===== src/rtl/i2cfifo_buf.sv =====
// Paired first-word-fall-through FIFOs between the system bus and an I2C engine.
// Channel 0 is TX (bus pushes, engine pops); channel 1 is RX (engine pushes, bus pops).
module i2cfifo_buf #(
  parameter int DW    = 8,
  parameter int DEPTH = 16,
  parameter int AW    = $clog2(DEPTH)
) (
  input  logic          clk_i,
  input  logic          i2c_rst_async,
  input  logic          fifo_rst,
  input  logic          tx_we_i,
  input  logic [DW-1:0] tx_dat_i,
  input  logic          tx_rd_i,
  output logic [DW-1:0] tx_dat_o,
  input  logic          rx_we_i,
  input  logic [DW-1:0] rx_dat_i,
  input  logic          rx_rd_i,
  output logic [DW-1:0] rx_dat_o,
  input  logic [AW:0]   tx_ae_thr,
  input  logic [AW:0]   rx_af_thr,
  output logic          txfifo_e,
  output logic          txfifo_ae,
  output logic          txfifo_f,
  output logic [AW:0]   tx_cnt,
  output logic          rxfifo_e,
  output logic          rxfifo_af,
  output logic          rxfifo_f,
  output logic [AW:0]   rx_cnt,
  output logic          tx_ovf,
  output logic          tx_udf,
  output logic          rx_ovf,
  output logic          rx_udf,
  input  logic          err_clr,
  input  logic [3:0]    irq_en,
  output logic          irq
);

  localparam logic [AW:0] FULL_CNT = {1'b1, {AW{1'b0}}};

  // Handshake: a push (we) or pop (rd) is a single-cycle strobe with no
  // back-pressure. A pop is taken when the FIFO holds data; a push is taken
  // when there is room or a pop frees a slot on the same edge. Refused
  // strobes are dropped and recorded in the sticky ovf/udf flags.
  logic [1:0]    w_we;
  logic [1:0]    w_rd;
  logic [DW-1:0] w_wdat [2];
  logic [DW-1:0] w_rdat [2];
  logic [AW:0]   w_cnt  [2];
  logic [1:0]    w_ovf;
  logic [1:0]    w_udf;
  logic          w_irq_src;
  logic          r_irq;

  assign w_we      = {rx_we_i, tx_we_i};
  assign w_rd      = {rx_rd_i, tx_rd_i};
  assign w_wdat[0] = tx_dat_i;
  assign w_wdat[1] = rx_dat_i;

  for (genvar g = 0; g < 2; g++) begin : g_ch
    logic [DW-1:0] r_mem [DEPTH];
    logic [AW-1:0] r_wptr;
    logic [AW-1:0] r_rptr;
    logic [AW:0]   r_cnt;
    logic          r_ovf;
    logic          r_udf;
    logic          w_empty;
    logic          w_full;
    logic          w_pop;
    logic          w_push;
    logic          w_ovf_evt;
    logic          w_udf_evt;

    assign w_empty   = (r_cnt == '0);
    assign w_full    = (r_cnt == FULL_CNT);
    assign w_pop     = w_rd[g] && !w_empty;
    assign w_push    = w_we[g] && (!w_full || w_pop);
    assign w_ovf_evt = w_we[g] && !w_push;
    assign w_udf_evt = w_rd[g] && w_empty;

    // Storage has no reset; only the pointers decide what is valid.
    always_ff @(posedge clk_i) begin
      if (w_push && !fifo_rst) begin
        r_mem[r_wptr] <= w_wdat[g];
      end
    end

    always_ff @(posedge clk_i or posedge i2c_rst_async) begin
      if (i2c_rst_async) begin
        r_wptr <= '0;
        r_rptr <= '0;
        r_cnt  <= '0;
      end else if (fifo_rst) begin
        r_wptr <= '0;
        r_rptr <= '0;
        r_cnt  <= '0;
      end else begin
        if (w_push) begin
          r_wptr <= r_wptr + 1'b1;
        end
        if (w_pop) begin
          r_rptr <= r_rptr + 1'b1;
        end
        if (w_push && !w_pop) begin
          r_cnt <= r_cnt + 1'b1;
        end else if (w_pop && !w_push) begin
          r_cnt <= r_cnt - 1'b1;
        end
      end
    end

    // A new error in the same cycle as err_clr keeps its flag set.
    always_ff @(posedge clk_i or posedge i2c_rst_async) begin
      if (i2c_rst_async) begin
        r_ovf <= 1'b0;
        r_udf <= 1'b0;
      end else if (fifo_rst) begin
        r_ovf <= 1'b0;
        r_udf <= 1'b0;
      end else begin
        if (w_ovf_evt) begin
          r_ovf <= 1'b1;
        end else if (err_clr) begin
          r_ovf <= 1'b0;
        end
        if (w_udf_evt) begin
          r_udf <= 1'b1;
        end else if (err_clr) begin
          r_udf <= 1'b0;
        end
      end
    end

    assign w_rdat[g] = r_mem[r_rptr];
    assign w_cnt[g]  = r_cnt;
    assign w_ovf[g]  = r_ovf;
    assign w_udf[g]  = r_udf;
  end

  assign tx_dat_o  = w_rdat[0];
  assign rx_dat_o  = w_rdat[1];
  assign tx_cnt    = w_cnt[0];
  assign rx_cnt    = w_cnt[1];
  assign tx_ovf    = w_ovf[0];
  assign rx_ovf    = w_ovf[1];
  assign tx_udf    = w_udf[0];
  assign rx_udf    = w_udf[1];

  // Thresholds are compared unclamped, so values above DEPTH behave literally.
  assign txfifo_e  = (tx_cnt == '0);
  assign txfifo_f  = (tx_cnt == FULL_CNT);
  assign txfifo_ae = (tx_cnt <= tx_ae_thr);
  assign rxfifo_e  = (rx_cnt == '0);
  assign rxfifo_f  = (rx_cnt == FULL_CNT);
  assign rxfifo_af = (rx_cnt >= rx_af_thr);

  assign w_irq_src = (txfifo_ae && irq_en[0])
                  || (rxfifo_af && irq_en[1])
                  || ((tx_ovf || rx_ovf) && irq_en[2])
                  || ((tx_udf || rx_udf) && irq_en[3]);

  always_ff @(posedge clk_i or posedge i2c_rst_async) begin
    if (i2c_rst_async) begin
      r_irq <= 1'b0;
    end else begin
      r_irq <= w_irq_src;
    end
  end

  assign irq = r_irq;

endmodule

===== config.mk =====
export PLATFORM = sky130hd
export DESIGN_NAME = i2cfifo_buf
export DESIGN_NICKNAME = d
export VERILOG_FILES = /design/src/rtl/i2cfifo_buf.sv
export SDC_FILE = /design/constraint.sdc
export NUM_CORES = 1
export LEC_CHECK = 0
export BUFFER_PORTS_ARGS = -buffer_cell sky130_fd_sc_hd__clkbuf_2
export CAP_MARGIN = 10
export CORE_UTILIZATION = 24
export DETAILED_ROUTE_END_ITERATION = 10
export HOLD_SLACK_MARGIN = 0.03
export PLACE_DENSITY = 0.41
export SLEW_MARGIN = 30
export SYNTH_ARGS = -nofsm -noshare
export SYNTH_HDL_FRONTEND = slang
export SYNTH_SLANG_ARGS = --single-unit

===== constraint.sdc =====
create_clock -name clk_i -period 6.95 [get_ports clk_i]
set_input_delay 1.0425 -clock clk_i [delete_from_list [all_inputs] [get_ports clk_i]]
set_output_delay 1.0425 -clock clk_i [all_outputs]
set_load 0.01 [all_outputs]

==> results of run 1 <==
cell families (layout without fill, tap and decap cells):
family                     after synthesis  after routing  share of synthesized area, %
adders and majority gates               30             30                          3.22
muxes                                   77             77                          13.1
buffers and inverters                   59            168                          1.98
xor gates and xnor gates                15             15                          1.09
DFF                                    287            287                          69.9
AOI/OAI and AO/OA                       82             82                          4.99
and+or+nand+nor                        148            148                          5.76
where the power goes:
group / switching (mW) / internal [mW] / total (mW) / leakage (nW)
clock network: 0.722 / 1.05 / 1.78 / 0.541
logic: 0.480 / 0.451 / 0.931 / 1.63
registers: 0.111 / 1.94 / 2.05 / 2.72
worst paths after layout:
check                                     to
min                                tx_cnt[2]
min in group clk_i                    rx_ovf
min reg2reg                           rx_ovf
max reg2reg                        tx_cnt[4]
max in group asynchronous  g_ch[1].r_rptr[0]
max                              tx_dat_o[6]
flip-flops by register name (all words and copies together) (netlist names), 5 cells and up:
| name | cells |
|---|---|
| rx_cnt | 5 |
| g_ch.r_rptr | 8 |
| tx_cnt | 5 |
| g_ch.r_wptr | 8 |
| g_ch.r_mem | 256 |
final cells by class:
class / instances / area share, %
Multi-Input combinational cell: 352 / 24.1
Clock buffer: 40 / 6.28
Clock inverter: 23 / 1.51
Inverter: 23 / 0.600
Tap cell: 664 / 5.77
Timing Repair Buffer: 82 / 2.99
Sequential cell: 287 / 58.8
placed cells by master (no fill, tap or decap), types with 7 or more instances in the layout:
cell         n
a22oi_1     34
inv_1       23
a21oi_1     13
ha_1        28
mux4_2      64
nand3_1      7
mux2_2       7
clkinv_1     8
nor2b_1     10
dfrtp_1     29
xor2_1       9
edfxtp_1   256
nand2_1     29
nor2_1      47
nor2_2      19
clkbuf_16   35
buf_4        8
clkbuf_2    74
per-layer routing:
metal	GRT usage, %	up-vias
li1	-	2922
met1	15.3	3223
met2	18.2	121
met3	2.31	42
met4	3.88	0
met5	0	-
worst reg2reg max path: stages (launching register included):
cell and delay (ns):
dfrtp_1 0.47, or4_4 0.68, a211o_1 0.43, fa_1 0.44
a21o_1 0.20, a21oi_1 0.31, nor2_1 0.09, nand4bb_1 0.18
through the flow:
step	utilization, %	cells	setup WS, ns	hold slack (ns)
final	29.2	1471	3.04	0.577
after detailed placement	26.9	1408	3.49	0.575
after global routing	29.2	1471	2.80	0.594
after floorplan	-	698	3.97	0.553
after global placement	26.8	1408	3.25	0.573
after CTS	29.2	1471	2.90	0.566
==> flow_metrics.env, run 1 <==
export IMPL_status="complete, no violations"
export IMPL_clock_sinks=287
export IMPL_area_growth_pct=18.9
export IMPL_cts_htree_levels=2
export IMPL_cts_hold_buffers_added=0
export IMPL_synth_edf_count=256
export IMPL_dp_hpwl_mm=18.2
export IMPL_syn_cell_area_mm2=0.0121
export IMPL_ys_seq_area_share_pct=69.9
export IMPL_async_flop_share_pct=10.8
export IMPL_crit_family="flip-flops"
export IMPL_drv_slew=0
export IMPL_cts_root_buffer="clkbuf_16"
export IMPL_rsz0062_at_grt="false"
export IMPL_path_cells="buf_4 > mux4_2 > a22oi_1 > nand2_1 > clkbuf_2"
export IMPL_synth_nets=766
export IMPL_vias_per_cell=4.29
export IMPL_clk_latency_ns=0.53
export IMPL_ys_seq_elements=287
export IMPL_r2r_slack_ns=4.01
export IMPL_clkTransAtPathRegs_ns=0.06
export IMPL_final_nets=849
export IMPL_clock_fmax_mhz=256
export IMPL_hp_class="in2async"
export IMPL_die_w_um=227
export IMPL_slowest_delay_ns=0.68
export IMPL_grt_pass1_wl_mm=42.9
export IMPL_n_antenna_cell=0
export IMPL_p_leak_nw=4.89
export IMPL_skew_ns=0.0199
export IMPL_placed_area_mm2=0.0133
export IMPL_ff2ff_path_depth=7
export IMPL_yosysMostFrequentCell="edfxtp_1"
export IMPL_max_vdd_ir_drop_v=0.000127
export IMPL_cts_resized=0
export IMPL_ys_flop_type="edfxtp_1"
export IMPL_wl_met1_mm=13.3
export IMPL_slew_headroom_pct=35.1
export IMPL_cpMaxStageDelayCell="dfrtp_2"
export IMPL_yosys_top_cells_count="256 x edfxtp_1, 66 x nor2_1, 64 x mux4_2, 34 x a22oi_1, 31 x dfrtp_1"
export IMPL_synth_yosys_warnings=0
export IMPL_drt_iter0_drc=442
export IMPL_dieArea_mm2=0.0513
export IMPL_crit_type="reg2out"
export IMPL_port_buffers=74
export IMPL_multi_input_area_mm2=0.00346
export IMPL_ant_nets=0
export IMPL_wl_per_cell_um=19.1
export IMPL_n_fill_cell=4939
export IMPL_cts_tree="built"
export IMPL_avgSynthCellArea_um2=17.3
export IMPL_synth_cells=698
export IMPL_met3_length_mm=1.01
export IMPL_globalRouteOverflowTotal=0
export IMPL_grt_start_max_net_pins=42
export IMPL_cp_start_kind="register"
export IMPL_top_layer="met4"
export IMPL_dr_wl_met2_mm=13.2
export IMPL_synth_top_area_share_pct=63.5
export IMPL_worstReg2RegStart="tx_cnt[0]"
export IMPL_critical_path_required_ns=5.91
export IMPL_yosysUniqueCellTypes=49
export IMPL_path_depth=5
export IMPL_drc=0
export IMPL_period_minus_slack_ns=3.91
export IMPL_coreArea_mm2=0.0494
export IMPL_cts_made_buffers=35
export IMPL_hold_violations=0
export IMPL_layout_worst_path_cycle_share_pct=56.2
export IMPL_maxCapViolations=0
export IMPL_synth_area_leaders="edfxtp_1 63%, mux4_2 12%, dfrtp_1 6.4%"
export IMPL_final_cell_area_mm2=0.0144
export IMPL_yosysTopAreaCell="edfxtp_1"
export IMPL_crit_fanout=21
export IMPL_antenna_found_initial=0
export IMPL_die_h_um=227
export IMPL_clk_path_buf_depth=3
export IMPL_dr_pass1_iters=4
export IMPL_worstPathArrival_ns=2.86
export IMPL_cp_end_kind="output port"
export IMPL_vias=6308
export IMPL_gp_congestion=0.695
export IMPL_crit_buf_inv=2
export IMPL_io_pins=75
export IMPL_tns_ns=0
export IMPL_seqCellArea_mm2=0.00847
export IMPL_routed_wl_mm=28.1
export IMPL_drive_gt1_share_pct=29.5
export IMPL_start_util_pct=24.5
export IMPL_grt_util_all_layers_pct=11.4
export IMPL_tightest_slew_ns=0.970
export IMPL_p_per_area_mw_per_mm2=330
export IMPL_grt_pass1_vias=6749
export IMPL_rows=81
export IMPL_cts_setup_buffers=0
export IMPL_power_mw=4.75
export IMPL_cp_startpoint="g_ch[0].r_rptr[0]"
export IMPL_finalSetupViolCount=0
No activity file was read; power rests on OpenSTA's default activity.
==> run 2: changes to the inputs <==
clock period = 3.8 ns   (was 6.95 ns; I/O delays follow)
==> flow_metrics.env, run 2 (synthesis gave the netlist of run 1 again) <==
export IMPL_seqCellArea_mm2=0.00847
export IMPL_drt_iter0_drc=427
export IMPL_timing_hold_ws_ns=0.0779
export IMPL_status="complete, no violations"
export IMPL_rows=81
export IMPL_vias_per_cell=4.27
export IMPL_final_nets=876
export IMPL_hp_class="in2async"
export IMPL_top_register="g_ch.r_mem"
export IMPL_skew_ns=0.0208
export IMPL_vias=6392
export IMPL_final_cell_count_no_fill=1496
export IMPL_clk_path_buf_depth=3
export IMPL_max_vdd_ir_drop_v=0.000236
export IMPL_ant_nets=0
export IMPL_coreArea_mm2=0.0494
export IMPL_n_antenna_cell=0
export IMPL_layout_commonest_cell="edfxtp_1"
export IMPL_cts_hold_buffers_added=0
export IMPL_n_fill_cell=4943
export IMPL_cp_start_kind="register"
export IMPL_port_buffers=74
export IMPL_maxCapViolations=0
export IMPL_finish_utilization_pct=29.4
export IMPL_rsz0062_at_grt="false"
export IMPL_cts_setup_buffers=0
export IMPL_clk_latency_ns=0.53
export IMPL_p_per_area_mw_per_mm2=594
export IMPL_gp_congestion=0.713
export IMPL_drive_gt1_share_pct=29.3
export IMPL_r2r_slack_ns=0.89
export IMPL_globalRouteOverflowTotal=0
export IMPL_cts_tree="built"
export IMPL_power_mw=8.61
export IMPL_dieArea_mm2=0.0513
export IMPL_crit_type="reg2out"
export IMPL_crit_fanout=14
export IMPL_hold_violations=0
export IMPL_grt_util_all_layers_pct=11.5
export IMPL_multi_input_area_mm2=0.00341
export IMPL_worstPathArrival_ns=2.63
export IMPL_drc=0
export IMPL_dr_pass1_iters=4
export IMPL_dp_cells=1436
export IMPL_die_w_um=227
export IMPL_cts_made_buffers=34
export IMPL_routed_wl_mm=28.4
export IMPL_cts_root_buffer="clkbuf_16"
export IMPL_tightest_slew_ns=0.915
export IMPL_wl_per_cell_um=19.0
export IMPL_clkTransAtPathRegs_ns=0.06
export IMPL_clock_sinks=287
export IMPL_grt_start_max_net_pins=38
export IMPL_io_pins=75
export IMPL_start_util_pct=24.5
export IMPL_grt_pass1_wl_mm=43.3
export IMPL_p_leak_nw=5.00
export IMPL_area_growth_pct=19.8
export IMPL_drv_slew=0
export IMPL_die_h_um=227
export IMPL_largest_reg_flops=256
export IMPL_reg_largest_list="g_ch.r_mem x256, g_ch.r_rptr x8, g_ch.r_wptr x8"
export IMPL_tns_ns=0
export IMPL_finalSetupViolCount=0
export IMPL_period_minus_slack_ns=3.20
export IMPL_final_cell_mix="256 x edfxtp_1, 74 x clkbuf_2, 64 x mux4_2, 63 x nor2_1"
export IMPL_cts_htree_levels=2
export IMPL_grt_pass1_vias=6822
export IMPL_antenna_found_initial=0
export IMPL_cts_resized=0
export IMPL_slew_headroom_pct=38.8
export IMPL_cp_end_kind="output port"
export IMPL_critical_path_required_ns=3.23
export IMPL_layout_worst_path_cycle_share_pct=84.1
export IMPL_dp_hpwl_mm=18.5
export IMPL_clock_fmax_mhz=313
==> run 2: cell count changes in the layout (fill, tap and decap cells not counted), sizes merged <==
cell and change:
buf +28, clkinvlp -2, inv +1, clkbuf +7
clkinv -8, bufinv -1
==> run 2: where the power goes <==
group          leakage, nW  switching [mW]  internal (mW)
logic                 1.78           0.907          0.867
registers             2.72           0.193           3.54
clock network        0.507            1.28           1.82
total                 5.00            2.38           6.23
==> run 2: per-layer routing <==
metal / part of all wire [%] / wire (um) / vias to the layer above / track usage [%]
met5: 0 / 0 / - / 0
met4: 1.9 / 548 / 0 / 3.60
met3: 4.3 / 1210 / 34 / 2.51
met2: 46 / 13100 / 121 / 17.7
met1: 48 / 13600 / 3264 / 16.1
li1: - / - / 2973 / -
==> run 2: critical path, stage by stage (launching register included) <==
cell      delay (ns)
dfrtp_2         0.66
buf_4           0.30
mux4_2          0.52
a22oi_1         0.29
nand2_1         0.15
clkbuf_2        0.15
==> run 2: final timing paths <==
kind | endpoint | cells past startpoint | start
setup / recovery | rx_dat_o[7] | 5 | g_ch[1].r_rptr[0]
hold / removal | tx_udf | 2 | i2c_rst_async
setup reg to reg | tx_cnt[4] | 7 | tx_cnt[0]
hold reg to reg | rx_udf | 2 | rx_udf
max in group asynchronous | g_ch[0].r_rptr[3] | 3 | i2c_rst_async
min in group clk_i | irq | 2 | irq_en[0]
==> run 2: stage by stage <==
stage | area, um2 | worst slack [ns]
2_1_floorplan | 12100 | 1.04
3_5_place_dp | 13500 | 0.907
4_1_cts | 14500 | 0.450
5_1_grt | 14500 | 0.368
6_report | 14500 | 0.603
3_3_place_gp | 13500 | 0.937
==> run 2: area by class of cell <==
type	instances	area share, %
flip-flops and latches	287	58.4
multi-input cells	352	23.5
clock buffers	47	6.27
well taps	664	5.73
repair buffers	110	4.59
clock inverters	13	0.923
inverters	23	0.595
